`src/rtl/banco_if.sv`:
```
// Bus bundle for the multi-port register bank: two read ports, one write port
// and the clear-sweep control/status signals.
interface banco_if #(
  parameter int BIT_ADDR = 3,
  parameter int BIT_DATO = 4
);
  logic [BIT_ADDR-1:0] addrRa;
  logic [BIT_ADDR-1:0] addrRb;
  logic [BIT_DATO-1:0] datOutRa;
  logic [BIT_DATO-1:0] datOutRb;
  logic [BIT_ADDR-1:0] addrW;
  logic [BIT_DATO-1:0] datW;
  logic                RegWrite;
  logic                clrStart;
  logic [BIT_DATO-1:0] clrVal;
  logic                busy;
  logic                clrDone;
  logic                wrErr;

  // Datapath control side: issues addresses, writes and sweep requests.
  modport master (
    output addrRa, addrRb, addrW, datW, RegWrite, clrStart, clrVal,
    input  datOutRa, datOutRb, busy, clrDone, wrErr
  );

  // Register bank side.
  modport slave (
    input  addrRa, addrRb, addrW, datW, RegWrite, clrStart, clrVal,
    output datOutRa, datOutRb, busy, clrDone, wrErr
  );
endinterface

```
`src/rtl/banco_registro_multi.sv`:
```
// Parametrised 2-read/1-write register bank with async reset, optional
// registered reads, write bypass, hard-wired zero register and clear sweeper.
module banco_registro_multi #(
  parameter int BIT_ADDR = 3,
  parameter int BIT_DATO = 4,
  parameter int READ_REG = 0,
  parameter int BYPASS   = 1,
  parameter int ZERO_REG = 0
) (
  input logic   clk,
  input logic   rst,
  banco_if.slave bus
);
  localparam int NREG = 2 ** BIT_ADDR;
  localparam logic [BIT_ADDR-1:0] LAST_ADDR = BIT_ADDR'(NREG - 1);

  typedef enum logic [1:0] {
    IDLE,
    SWEEP,
    DONE
  } state_t;

  state_t              state;
  state_t              stateNext;
  logic [BIT_DATO-1:0] breg [NREG];
  logic [BIT_ADDR-1:0] ptr;
  logic [BIT_DATO-1:0] fill;
  logic                errQ;

  logic                startSweep;
  logic                wrAccept;
  logic                sweepWr;
  logic                fwdA;
  logic                fwdB;
  logic [BIT_DATO-1:0] nextA;
  logic [BIT_DATO-1:0] nextB;

  // Port writes are locked out only while sweeping; DONE accepts them.
  assign startSweep = (state == IDLE) && bus.clrStart;
  assign wrAccept   = bus.RegWrite && (state != SWEEP) &&
                      !((ZERO_REG != 0) && (bus.addrW == '0));
  assign sweepWr    = (state == SWEEP) && !((ZERO_REG != 0) && (ptr == '0));

  always_ff @(posedge clk or posedge rst) begin
    if (rst) state <= IDLE;
    else     state <= stateNext;
  end

  always_comb begin
    // NOTE: assign every always_comb output a default first so no path through the case leaves it unassigned and infers a latch.
    stateNext = state;
    case (state)
      IDLE:    if (bus.clrStart) stateNext = SWEEP;
      SWEEP:   if (ptr == LAST_ADDR) stateNext = DONE;
      DONE:    stateNext = IDLE;
      default: stateNext = IDLE;
    endcase
  end

  // Sweep pointer and fill value are captured together on the start edge.
  always_ff @(posedge clk or posedge rst) begin
    if (rst) begin
      // NOTE: state registers take non-blocking assignments so every flop samples pre-edge values regardless of block order.
      ptr  <= '0;
      fill <= '0;
    end else if (startSweep) begin
      ptr  <= '0;
      fill <= bus.clrVal;
    end else if (state == SWEEP) begin
      ptr  <= ptr + 1'b1;
    end
  end

  always_ff @(posedge clk or posedge rst) begin
    if (rst) begin
      // NOTE: the whole array is cleared by async reset, so it must map to flops rather than a RAM macro.
      for (int i = 0; i < NREG; i++) breg[i] <= '0;
    end else if (sweepWr) begin
      breg[ptr] <= fill;
    end else if (wrAccept) begin
      breg[bus.addrW] <= bus.datW;
    end
  end

  always_ff @(posedge clk or posedge rst) begin
    if (rst) errQ <= 1'b0;
    else     errQ <= (state == SWEEP) && bus.RegWrite;
  end

  // Zero register wins over bypass; bypass only ever carries port writes.
  function automatic logic [BIT_DATO-1:0] readPort(
    input logic [BIT_ADDR-1:0] addr,
    input logic [BIT_DATO-1:0] stored,
    input logic                fwd,
    input logic [BIT_DATO-1:0] wdata
  );
    logic [BIT_DATO-1:0] val;
    val = stored;
    if ((BYPASS != 0) && fwd) val = wdata;
    if ((ZERO_REG != 0) && (addr == '0)) val = '0;
    return val;
  endfunction

  assign fwdA  = wrAccept && (bus.addrRa == bus.addrW);
  assign fwdB  = wrAccept && (bus.addrRb == bus.addrW);
  assign nextA = readPort(bus.addrRa, breg[bus.addrRa], fwdA, bus.datW);
  assign nextB = readPort(bus.addrRb, breg[bus.addrRb], fwdB, bus.datW);

  generate
    if (READ_REG != 0) begin : gen_rd_reg
      logic [BIT_DATO-1:0] rdA;
      logic [BIT_DATO-1:0] rdB;
      always_ff @(posedge clk or posedge rst) begin
        if (rst) begin
          rdA <= '0;
          rdB <= '0;
        end else begin
          rdA <= nextA;
          rdB <= nextB;
        end
      end
      assign bus.datOutRa = rdA;
      assign bus.datOutRb = rdB;
    end else begin : gen_rd_comb
      assign bus.datOutRa = nextA;
      assign bus.datOutRb = nextB;
    end
  endgenerate

  assign bus.busy    = (state == SWEEP);
  assign bus.clrDone = (state == DONE);
  assign bus.wrErr   = errQ;
endmodule

```
`src/flat_wrapper.sv`:
```
// flat-port wrapper written by rule: the top's interface ports become plain ports
module banco_registro_multi_flat 
#(
  parameter int BIT_ADDR = 3,
  parameter int BIT_DATO = 4,
  parameter int READ_REG = 0,
  parameter int BYPASS   = 1,
  parameter int ZERO_REG = 0
)
  (clk, rst, bus_addrRa, bus_addrRb, bus_addrW, bus_datW, bus_RegWrite, bus_clrStart, bus_clrVal, bus_datOutRa, bus_datOutRb, bus_busy, bus_clrDone, bus_wrErr);
  banco_if #(.BIT_ADDR(BIT_ADDR), .BIT_DATO(BIT_DATO)) bus_i ();
  input logic clk;
  input logic rst;
  input wire logic [$bits(bus_i.addrRa)-1:0] bus_addrRa;
  input wire logic [$bits(bus_i.addrRb)-1:0] bus_addrRb;
  input wire logic [$bits(bus_i.addrW)-1:0] bus_addrW;
  input wire logic [$bits(bus_i.datW)-1:0] bus_datW;
  input wire logic [$bits(bus_i.RegWrite)-1:0] bus_RegWrite;
  input wire logic [$bits(bus_i.clrStart)-1:0] bus_clrStart;
  input wire logic [$bits(bus_i.clrVal)-1:0] bus_clrVal;
  output wire logic [$bits(bus_i.datOutRa)-1:0] bus_datOutRa;
  output wire logic [$bits(bus_i.datOutRb)-1:0] bus_datOutRb;
  output wire logic [$bits(bus_i.busy)-1:0] bus_busy;
  output wire logic [$bits(bus_i.clrDone)-1:0] bus_clrDone;
  output wire logic [$bits(bus_i.wrErr)-1:0] bus_wrErr;
  assign bus_i.addrRa = bus_addrRa;
  assign bus_i.addrRb = bus_addrRb;
  assign bus_i.addrW = bus_addrW;
  assign bus_i.datW = bus_datW;
  assign bus_i.RegWrite = bus_RegWrite;
  assign bus_i.clrStart = bus_clrStart;
  assign bus_i.clrVal = bus_clrVal;
  assign bus_datOutRa = bus_i.datOutRa;
  assign bus_datOutRb = bus_i.datOutRb;
  assign bus_busy = bus_i.busy;
  assign bus_clrDone = bus_i.clrDone;
  assign bus_wrErr = bus_i.wrErr;
  banco_registro_multi #(.BIT_ADDR(BIT_ADDR), .BIT_DATO(BIT_DATO), .READ_REG(READ_REG), .BYPASS(BYPASS), .ZERO_REG(ZERO_REG)) u_core (.clk(clk), .rst(rst), .bus(bus_i));
endmodule
```
`config.mk`:
```
export PLATFORM = sky130hd
export DESIGN_NAME = banco_registro_multi_flat
export DESIGN_NICKNAME = d
export VERILOG_FILES = /design/src/rtl/banco_if.sv /design/src/rtl/banco_registro_multi.sv /design/src/flat_wrapper.sv
export SDC_FILE = /design/constraint.sdc
export NUM_CORES = 1
export LEC_CHECK = 0
export ABC_AREA = 1
export BUFFER_PORTS_ARGS = -buffer_cell sky130_fd_sc_hd__buf_2
export CAP_MARGIN = 5
export CORE_ASPECT_RATIO = 1.1
export CORE_UTILIZATION = 56
export CTS_BUF_LIST = sky130_fd_sc_hd__clkbuf_8
export DETAILED_ROUTE_END_ITERATION = 6
export GPL_TIMING_DRIVEN = 0
export PLACE_DENSITY = 0.79
export SYNTH_ARGS = -nofsm -noshare
export SYNTH_HDL_FRONTEND = slang
export SYNTH_SLANG_ARGS = --single-unit
```
`constraint.sdc`:
```
create_clock -name clk -period 1.35 [get_ports clk]
set_input_delay 0.27 -clock clk [delete_from_list [all_inputs] [get_ports clk]]
set_output_delay 0.27 -clock clk [all_outputs]
set_load 0.01 [all_outputs]
```
After elaboration in Yosys (flattened, before gate mapping)
Index checks and enable logic that the tools add are counted.

Add/subtract/negate cells: 1. Order comparisons: 6. Equality and inequality tests: 8. Multiplexer cells: 21. Bitwise logic cells: 4. Reductions and logical operators: 11.

Operator list (count): $bwmux 32 (2); $mux 32 (2); $mux 4 (8); $bmux 4 s3 (2); $demux 4 s3 (2); $ge 4x4->1 const B (4); $not 3->4 (4); $lt 4x1->1 const B (2); $logic_and 1x1->1 (7); $eq 3x3->1 (2); $mux 3 (2); $mux 2 (2); $ne 2x1->1 const B (2); $pmux 2 s2 (1); $reduce_bool 2->1 (2); $add 3x1->3 const B (1); $eq 3x3->1 const B (1); $eq 2x1->1 const B (1); $eq 2x2->1 const B (1); $logic_not 2->1 (1); $ne 2x2->1 const B (1); $reduce_and 2->1 (1).

Register bits: 42. Input port bits: 21. Output and inout port bits: 11.

Logic depth before layout (Yosys ltp)
Gate-level depths: netlist of the first run.

Depth after elaboration: 8. Mapped depth: 9. Mapped depth without buffers: 9.

Worst setup path before layout of the first run
Ideal clock, no wire load.

Kind: reg2out. From: register u_core.state[1]. To: output port bus_datOutRa[0]. Data arrival time: 1.094 ns. Data required time: 1.080 ns. Setup slack: -0.014 ns. Stages on the path, launching flop included: 9. Path buffers: 0. Path through: dfrtp_1 -> inv_2 -> nand2_4 -> nand2_4 -> nor2_1 -> nand2_2 -> clkinv_2 -> nand2_1 -> nand2_1.

Cells in the longest elaborated chain, start to end: 4.

Ends and longest elaborated chain: start, declared (line banco_registro_multi.sv:23) `state_t state;`; start signal, assigned (line banco_registro_multi.sv:46) `else state <= stateNext;`; $ne 2x1->1 (line banco_registro_multi.sv:40) `assign wrAccept = bus.RegWrite && (state != SWEEP) &&`; $logic_and 1x1->1 (line banco_registro_multi.sv:40); $logic_and 1x1->1 (line banco_registro_multi.sv:104) `assign fwdA = wrAccept && (bus.addrRa == bus.addrW);`; $mux 4 (line banco_registro_multi.sv:99) `if ((BYPASS != 0) && fwd) val = wdata;`; end, declared (line flat_wrapper.sv:21) `output wire logic [$bits(bus_i.datOutRa)-1:0] bus_datOutRa;`.

Every way passes these cells.

Worst setup path in the final report of the first run
From: register u_core.state[0]. To: output port bus_datOutRa[3].

The elaborated chain is that of the path after synthesis.

==> results.cfg, run 1 <==
[power]
seq_power_share = 0.327
clkPwrFrac = 0.110
powerDensity_mw_per_mm2 = 1940
ir_worst_vdd_mv = 1.54
power_switching_w = 0.00379
intPower_w = 0.00394
power_w = 0.00774
comb_power_share = 0.563
leakage_nw = 2.16
netSwitchingFraction = 0.490

[run_status]
violations = negative setup slack
outcome = finished, violations left

[worst_setup_path]
reg2reg_depth = 10
crit_type = register to primary output
end_kind = primary output
worst-path-max-fanout = 5
crit_required_ns = 1.08
startpoint_type = register
crit_arrival_ns = 1.43

[run]
drv_cap = 0

[sta]
max_freq_mhz = 589
post-route-period-util = 1.26
relSlewSlack = 0.411
setup-violations-final = 45
fin_skew_ns = 0.00356
setup_slack_ns = -0.347
slew_violations = 0
rsz0062_at_grt = yes
hold_viol_final = 0
period_minus_slack_ns = 1.70
worst_pin_slew_ns = 0.882

[global_route]
grtUsageTotal = 0.358
overflow = 0
grt_pass1_wl_um = 15800
grt_max_degree = 43
grt_antenna_before_repair = 0
grt_pass1_vias = 3230

[clock_tree]
htreeDepth = 2
cts.path.max_buffers = 2
cts-root-buf = clkbuf_8
clkLatencyLatePin_ns = 0.30
cts_inserted_buffers = 5
cts.sinks = 42
cts_tree = yes
cts_hold_buf = 0
clkTransAtPathRegs_ns = 0.08

[floorplanning]
coreArea_sq_mm = 0.00540
io_pins = 32
start_util = 0.580
chipWidth_um = 73.2
die-area_sq_mm = 0.00589
fp.dieH_um = 80.4
fp-row-count = 28

[routing]
drcViolationCount = 0
dr.pass1.iters = 7
ant_nets = 0
wl_per_cell_um = 16.7
drt-initial-drc-count = 412
drt-total-wl_um = 10500
num_vias = 3679
vias_per_cell = 5.85

[placement]
place_inst = 606
dpl_cell_area_sq_mm = 0.00336
portBuffers = 23
place_hpwl_um = 6870
preCtsSetupSlack_ns = -0.265
gp_congestion = 0.921

[synth]
synth_area_leaders = dfrtp_1 (34%), nand2_1 (26%), nand3_1 (14%), inv_1 (6.5%), nor2_1 (3.0%)
synth_top_area_cell = dfrtp_1
syn_area_sq_mm = 0.00313
synth_nets = 531
synth_warnings = 0
synth_top_area_share = 0.336
yosysUniqueCellTypes = 22
seq_area_frac_synth = 0.336
synth_seq_cells = 42
synthesis.area_per_instance_sq_um = 6.16
syn_inst = 508

[layout]
antenna_cells = 0
num-nets-final = 576
layout_commonest_cell = nand2_1
drive_above_1_share = 0.303
fill_cells = 436
layout_common_cells = nand2_1 (177), nand3_1 (71), inv_1 (47), dfrtp_1 (41), nand2_2 (36)
syn_to_final_growth_pct = 27.7
utilization = 0.740
final_cell_area_sq_mm = 0.00399
stdcell_count = 629

[worst_hold_path]
hold_class = input port to asynchronous set/reset pin
-- power by group through the flow --
stage	registers, W	logic [W]	clock network [W]
3_5_place_dp	0.00243	0.00295	0
2_1_floorplan	0.00221	0.00225	0
5_1_grt	0.00257	0.00475	0.000900
6_report	0.00253	0.00435	0.000853
3_3_place_gp	0.00241	0.00286	0
4_1_cts	0.00242	0.00351	0.000844
-- routing by layer --
metal  routed length, um  global-route usage
met1                3890               0.471
met3                 928              0.0540
met4                 585               0.143
met2                5070               0.585
met5                   0                   0
-- state kept, by name (all words and copies together), names as in the netlist --
register          cells
u_core.ptr            3
u_core.fill           4
u_core.bus.wrErr      1
u_core.state          2
u_core.breg          32
-- critical path, stage by stage, from the launching register on --
cell and delay, ns:
dfrtp_2 0.45, nand2_8 0.10, nand2_8 0.07, nor2_4 0.11, nand2_4 0.09, nand3_1 0.12
nand2_2 0.07, buf_6 0.12
-- worst paths after layout --
path | startpoint | endpoint | slack, ns
max | u_core.state[0] | bus_datOutRa[3] | -0.35
min | rst | u_core.fill[2] | 0.15
max reg2reg | u_core.state[1] | u_core.breg[31] | -0.29
min reg2reg | u_core.breg[29] | u_core.breg[29] | 0.48
max in group asynchronous | rst | u_core.state[0] | 0.59
min in group clk | bus_clrVal[0] | u_core.fill[0] | 0.23
-- metrics by stage --
stage | setup TNS [ns] | hold WS [ns]
floorplan | 0 | 0.429
global placement | -19.77 | 0.464
detailed placement | -2.39 | 0.465
CTS | -4.11 | 0.187
global route | -13.72 | 0.234
finish | -10.86 | 0.152
-- synthesized netlist by cell type --
library cell  number
nand3_2            5
buf_6              2
clkinv_2           2
buf_2             10
nand2_4            2
nand2_2            6
buf_4              1
nor3_2             4
nand4_1            8
inv_1             54
dfrtp_1           42
nor2_4             2
inv_2             11
ha_1               2
nand2_1          218
nor2_1            25
a21oi_1            4
o21ai_2            2
or2_1              2
o21ai_0           17
nand3_1           88
nor2_2             1
-- area by class of cell --
cell class	count	area [sq um]	area share
multi-input cells	386	2080	0.522
flip-flops and latches	42	1050	0.263
repair buffers	38	303	0.0758
inverters	67	284	0.0711
well taps	75	93.8	0.0235
plain buffers	13	86.3	0.0216
clock buffers	6	82.6	0.0207
clock inverters	2	8.76	0.00219
-- cell families (layout without fill, tap and decap cells) --
family                     count (synthesis)  after routing  synth area share
AOI/OAI and AO/OA                         23             23            0.0392
DFF                                       42             42             0.336
adders and majority gates                  2              2           0.00800
buffers and inverters                     80            126             0.107
and+or+nand+nor                          361            361             0.510
-- what timing repair did --
item | CTS | global route
pin swaps | 12 | 29
setup buffers | 7 | 8
resized for setup | 57 | 74
endpoints found under the hold margin | 0 | 0
endpoints found under the setup margin | 27 | 46
(Power assumes the default switching activity.)
==> run 2, diff against run 1 <==
Settings changed: TNS_END_PERCENT set to 5.
==> run 2 against run 1 <==
Against the previous run:
- the run still ends with negative setup slack left
- total power shrank 11%
- clock power grew 20%
- sequential power shrank 3%
- critical endpoint is now bus_datOutRb[2]
- die area is the same
- clock-buffer cell count shrank 1
==> results.cfg, run 2 (same netlist as run 1, synthesis figures left out) <==
[layout]
drive_above_1_share = 0.218
syn_to_final_growth_pct = 18.0
num-nets-final = 568
layout_common_cells = nand2_1 (197), nand3_1 (88), inv_1 (49), dfrtp_1 (41), buf_2 (25)
regMostFlops = u_core.breg
seq_area_sq_mm = 0.00105
utilization = 0.684
final_cell_area_sq_mm = 0.00369
largest_reg_flops = 32
antenna_cells = 0
layout_commonest_cell = nand2_1
multiInputGateArea_sq_mm = 0.00187
biggestRegsByFlops = u_core.breg (32), u_core.fill (4), u_core.ptr (3)
fill_cells = 492

[sta]
period_minus_slack_ns = 1.73
rsz0062_at_grt = yes
max_freq_mhz = 578
relSlewSlack = 0.421
worst_pin_slew_ns = 0.867
fin_skew_ns = 0.00919
slew_violations = 0
setup_slack_ns = -0.379
setup-tns-final_ns = -5.83
setup-violations-final = 42
hold_viol_final = 0
post-route-period-util = 1.28
whs_ns = 0.141

[worst_setup_path]
startpoint_type = register
crit_type = register to primary output
r2r_start = u_core.state[1]
worst-path-max-fanout = 5
worstSetupStartpoint = u_core.state[1]
crit_arrival_ns = 1.46
crit_required_ns = 1.08
r2r_setup_slack_ns = -0.14
end_kind = primary output

[floorplanning]
coreArea_sq_mm = 0.00540
start_util = 0.580
fp.dieH_um = 80.4
fp-row-count = 28
io_pins = 32
chipWidth_um = 73.2
die-area_sq_mm = 0.00589

[clock_tree]
cts_inserted_buffers = 5
htreeDepth = 2
cts_hold_buf = 0
cts.path.max_buffers = 2
cts-root-buf = clkbuf_8
clkTransAtPathRegs_ns = 0.09
clkLatencyLatePin_ns = 0.30
cts_tree = yes
cts.sinks = 42

[placement]
portBuffers = 23
place_hpwl_um = 6720
gp_congestion = 0.961
dpl_cell_area_sq_mm = 0.00336
preCtsSetupSlack_ns = -0.250

[global_route]
grt.met2_usage = 0.534
grt_max_degree = 43
use_met3 = 0.0414
grt_pass1_wl_um = 14700
busiest_layer = met2
overflow = 0
grtUsageTotal = 0.334
grt_antenna_before_repair = 0
grt_pass1_vias = 3062
met1_usage = 0.446

[run_status]
violations = negative setup slack
outcome = finished, violations left

[worst_hold_path]
hold_class = input port to asynchronous set/reset pin

[routing]
drt-initial-drc-count = 207
wl_per_cell_um = 14.9
dr.pass1.iters = 6
drcViolationCount = 0
ant_nets = 0
num_vias = 3412
drt-total-wl_um = 9270
vias_per_cell = 5.49

[run]
drv_cap = 0

[power]
powerDensity_mw_per_mm2 = 1860
leakage_nw = 1.99
ir_worst_vdd_mv = 1.50
==> run 2: cell type report <==
cell class	instances	share of cell area
buffer	13	0.0217
clock buffer	5	0.0187
clock inverter	3	0.0122
inverter	67	0.0709
multi-input combinational	386	0.506
sequential	42	0.285
tap	75	0.0254
timing repair buffer	30	0.0600
==> run 2: stage by stage <==
stage | instances | power [W]
2_1_floorplan | 508 | 0.00446
4_1_cts | 619 | 0.00672
5_1_grt | 621 | 0.00738
3_5_place_dp | 606 | 0.00535
3_3_place_gp | 606 | 0.00527
6_report | 621 | 0.00687
==> run 2: critical path: stages (launching register included) <==
cell,delay [ns]
dfrtp_1,0.41
inv_2,0.13
nand2_8,0.08
nand2_8,0.09
nor2_4,0.04
nand2_4,0.09
clkinv_4,0.08
nand2_2,0.06
nand2_2,0.05
buf_6,0.12
==> run 2: worst paths after layout <==
check | end | cells after the start
setup / recovery | bus_datOutRb[2] | 9
hold / removal | u_core.fill[1] | 2
setup reg to reg | u_core.breg[29] | 8
hold reg to reg | u_core.breg[0] | 2
max in group asynchronous | u_core.state[0] | 2
min in group clk | u_core.fill[3] | 3
==> run 2: report_power, final <==
part	internal (W)	switching (W)
clock	0.000550	0.000470
sequential	0.00185	0.000607
combinational	0.00124	0.00215
==> run 2: timing repair <==
action | CTS | global route
pin swaps | 13 | 2
endpoints found under the hold margin | 0 | 0
resized for setup | 39 | 12
endpoints found under the setup margin | 28 | 46
cloned | 0 | 0
buffers inserted | 5 | 2
==> run 2: per-layer routing <==
layer | routed length (um) | part of all wire | up-vias
met3 | 554 | 0.060 | 37
met4 | 402 | 0.043 | 0
met2 | 4330 | 0.47 | 155
met5 | 0 | 0 | -
li1 | - | - | 1667
met1 | 3980 | 0.43 | 1553
==> run 3, diff against run 2 <==
--- a/config.mk
+++ b/config.mk
@@ -14,3 +14,3 @@
 export DETAILED_ROUTE_END_ITERATION = 6
-export GPL_TIMING_DRIVEN = 0
+export GPL_TIMING_DRIVEN = 1
 export PLACE_DENSITY = 0.79
==> constraint.sdc (replaced) <==
create_clock -name clk -period 1.35 [get_ports clk]
set_input_delay 0.135 -clock clk [delete_from_list [all_inputs] [get_ports clk]]
set_output_delay 0.135 -clock clk [all_outputs]
set_load 0.01 [all_outputs]
==> run 3 against run 2 <==
Against the previous run:
- final area rose by 3.2%
- via count increased by 3.5%
- non-clock buffer count grew 26
- sequential cell count unchanged
- the flow still finishes with violations (negative setup slack)
==> results.cfg, run 3 (same netlist as run 1, synthesis figures left out) <==
[clock_tree]
cts_tree = yes
cts.sinks = 42
clkLatencyLatePin_ns = 0.31
cts_inserted_buffers = 5
cts-root-buf = clkbuf_8
htreeDepth = 2
cts.path.max_buffers = 2
clkTransAtPathRegs_ns = 0.09

[worst_setup_path]
crit_required_ns = 1.22
crit_arrival_ns = 1.39
r2r_setup_slack_ns = -0.09
cp_common_cell = nand2_4
startpoint_type = register
crit_chain = inv_2 -> nand2_4 -> nand2_4 -> nor2_4 -> nand2_4 -> clkinv_4 -> nand2_4 -> nand2_1 -> buf_2
worst-path-max-fanout = 5
crit_type = register to primary output
crit_slowest_cell = dfrtp_1
end_kind = primary output
critPathMaxStageDelay_ns = 0.40

[layout]
largest_reg_flops = 32
layout_commonest_cell = nand2_1
layout_common_cells = nand2_1 (209), nand3_1 (86), inv_1 (49), dfrtp_1 (42), buf_4 (35)
regMostFlops = u_core.breg
final_cell_area_sq_mm = 0.00381
antenna_cells = 0
syn_to_final_growth_pct = 21.8
utilization = 0.706
biggestRegsByFlops = u_core.breg (32), u_core.fill (4), u_core.ptr (3)
drive_above_1_share = 0.227
num-nets-final = 594

[global_route]
grt_max_degree = 43
grt_antenna_before_repair = 0
overflow = 0
grt_pass1_wl_um = 15600
grt_pass1_vias = 3317
grtUsageTotal = 0.355

[sta]
rsz0062_at_grt = yes
period_minus_slack_ns = 1.53
setup_slack_ns = -0.179
fin_skew_ns = 0.0103
slew_violations = 0
relSlewSlack = 0.648
worst_pin_slew_ns = 0.528
post-route-period-util = 1.13
setup-violations-final = 33
max_freq_mhz = 654
hold_viol_final = 0

[routing]
num_vias = 3530
drt-total-wl_um = 9660
ant_nets = 0
drcViolationCount = 0
wl_per_cell_um = 14.9
drt-initial-drc-count = 358
vias_per_cell = 5.46
dr.pass1.iters = 5

[floorplanning]
coreArea_sq_mm = 0.00540
fp.dieH_um = 80.4
io_pins = 32
fp-row-count = 28
start_util = 0.580
chipWidth_um = 73.2
die-area_sq_mm = 0.00589

[power]
ir_worst_vdd_mv = 1.21
leakage_nw = 2.13
powerDensity_mw_per_mm2 = 1800

[run_status]
outcome = finished, violations left
violations = negative setup slack

[worst_hold_path]
hold_class = input port to register

[placement]
place_hpwl_um = 7260
gp_congestion = 0.982
dpl_cell_area_sq_mm = 0.00356
preCtsSetupSlack_ns = 0.0249
portBuffers = 31

[run]
drv_cap = 0
## run 3: worst max-delay path, delay by kind of cell, from the launching register on
kind | cells | cell delay (ns)
buffers and inverters | 3 | 0.30
and+or+nand+nor | 6 | 0.39
DFF | 1 | 0.40
## run 3: final timing paths
path / startpoint / end / depth (start not counted)
worst min register to register: u_core.breg[7] / u_core.breg[7] / 2
min in group asynchronous: rst / u_core.fill[1] / 4
worst min-delay path: bus_clrVal[3] / u_core.fill[3] / 3
worst max-delay path: u_core.state[1] / bus_datOutRb[3] / 9
worst max register to register: u_core.state[1] / u_core.breg[19] / 7
max in group asynchronous: rst / u_core.breg[23] / 4
## run 3: where the power goes
group / internal [W] / switching, W
Clock: 0.000563 / 0.000477
Sequential: 0.00184 / 0.000555
Combinational: 0.00126 / 0.00217
Total: 0.00366 / 0.00321
## run 3: timing repair
action,4_1_cts,5_1_grt
hold endpoints to repair,42,0
pin swaps,11,6
hold buffers,1,0
buffers inserted,2,1
cloned,0,0
resized for setup,18,14
setup endpoints to repair,9,41
## run 3: layout make-up
class                   count  area (sq um)
clock buffers               5          68.8
clock inverters             3          48.8
fillers                   487          1590
inverters                  67           262
multi-input cells         386          1810
flip-flops and latches     42          1050
well taps                  75          93.8
repair buffers             69           472
## run 3: through the flow
step / total power [W] / hold slack, ns / TNS (ns) / cells
3_5_place_dp: 0.00556 / 0.300 / 0 / 635
2_1_floorplan: 0.00443 / 0.294 / 0 / 508
5_1_grt: 0.00743 / 0.0853 / -5.53 / 647
4_1_cts: 0.00675 / 0.0708 / -1.56 / 646
6_report: 0.00687 / 0.0741 / -2.28 / 647
3_3_place_gp: 0.00545 / 0.280 / 0 / 635
## run 3: per-layer routing
metal  GRT usage  part of all wire  routed length, um
met4       0.151             0.045                433
met3      0.0477             0.065                623
met5           0                 0                  0
met1       0.467              0.42               4050
met2       0.581              0.47               4550
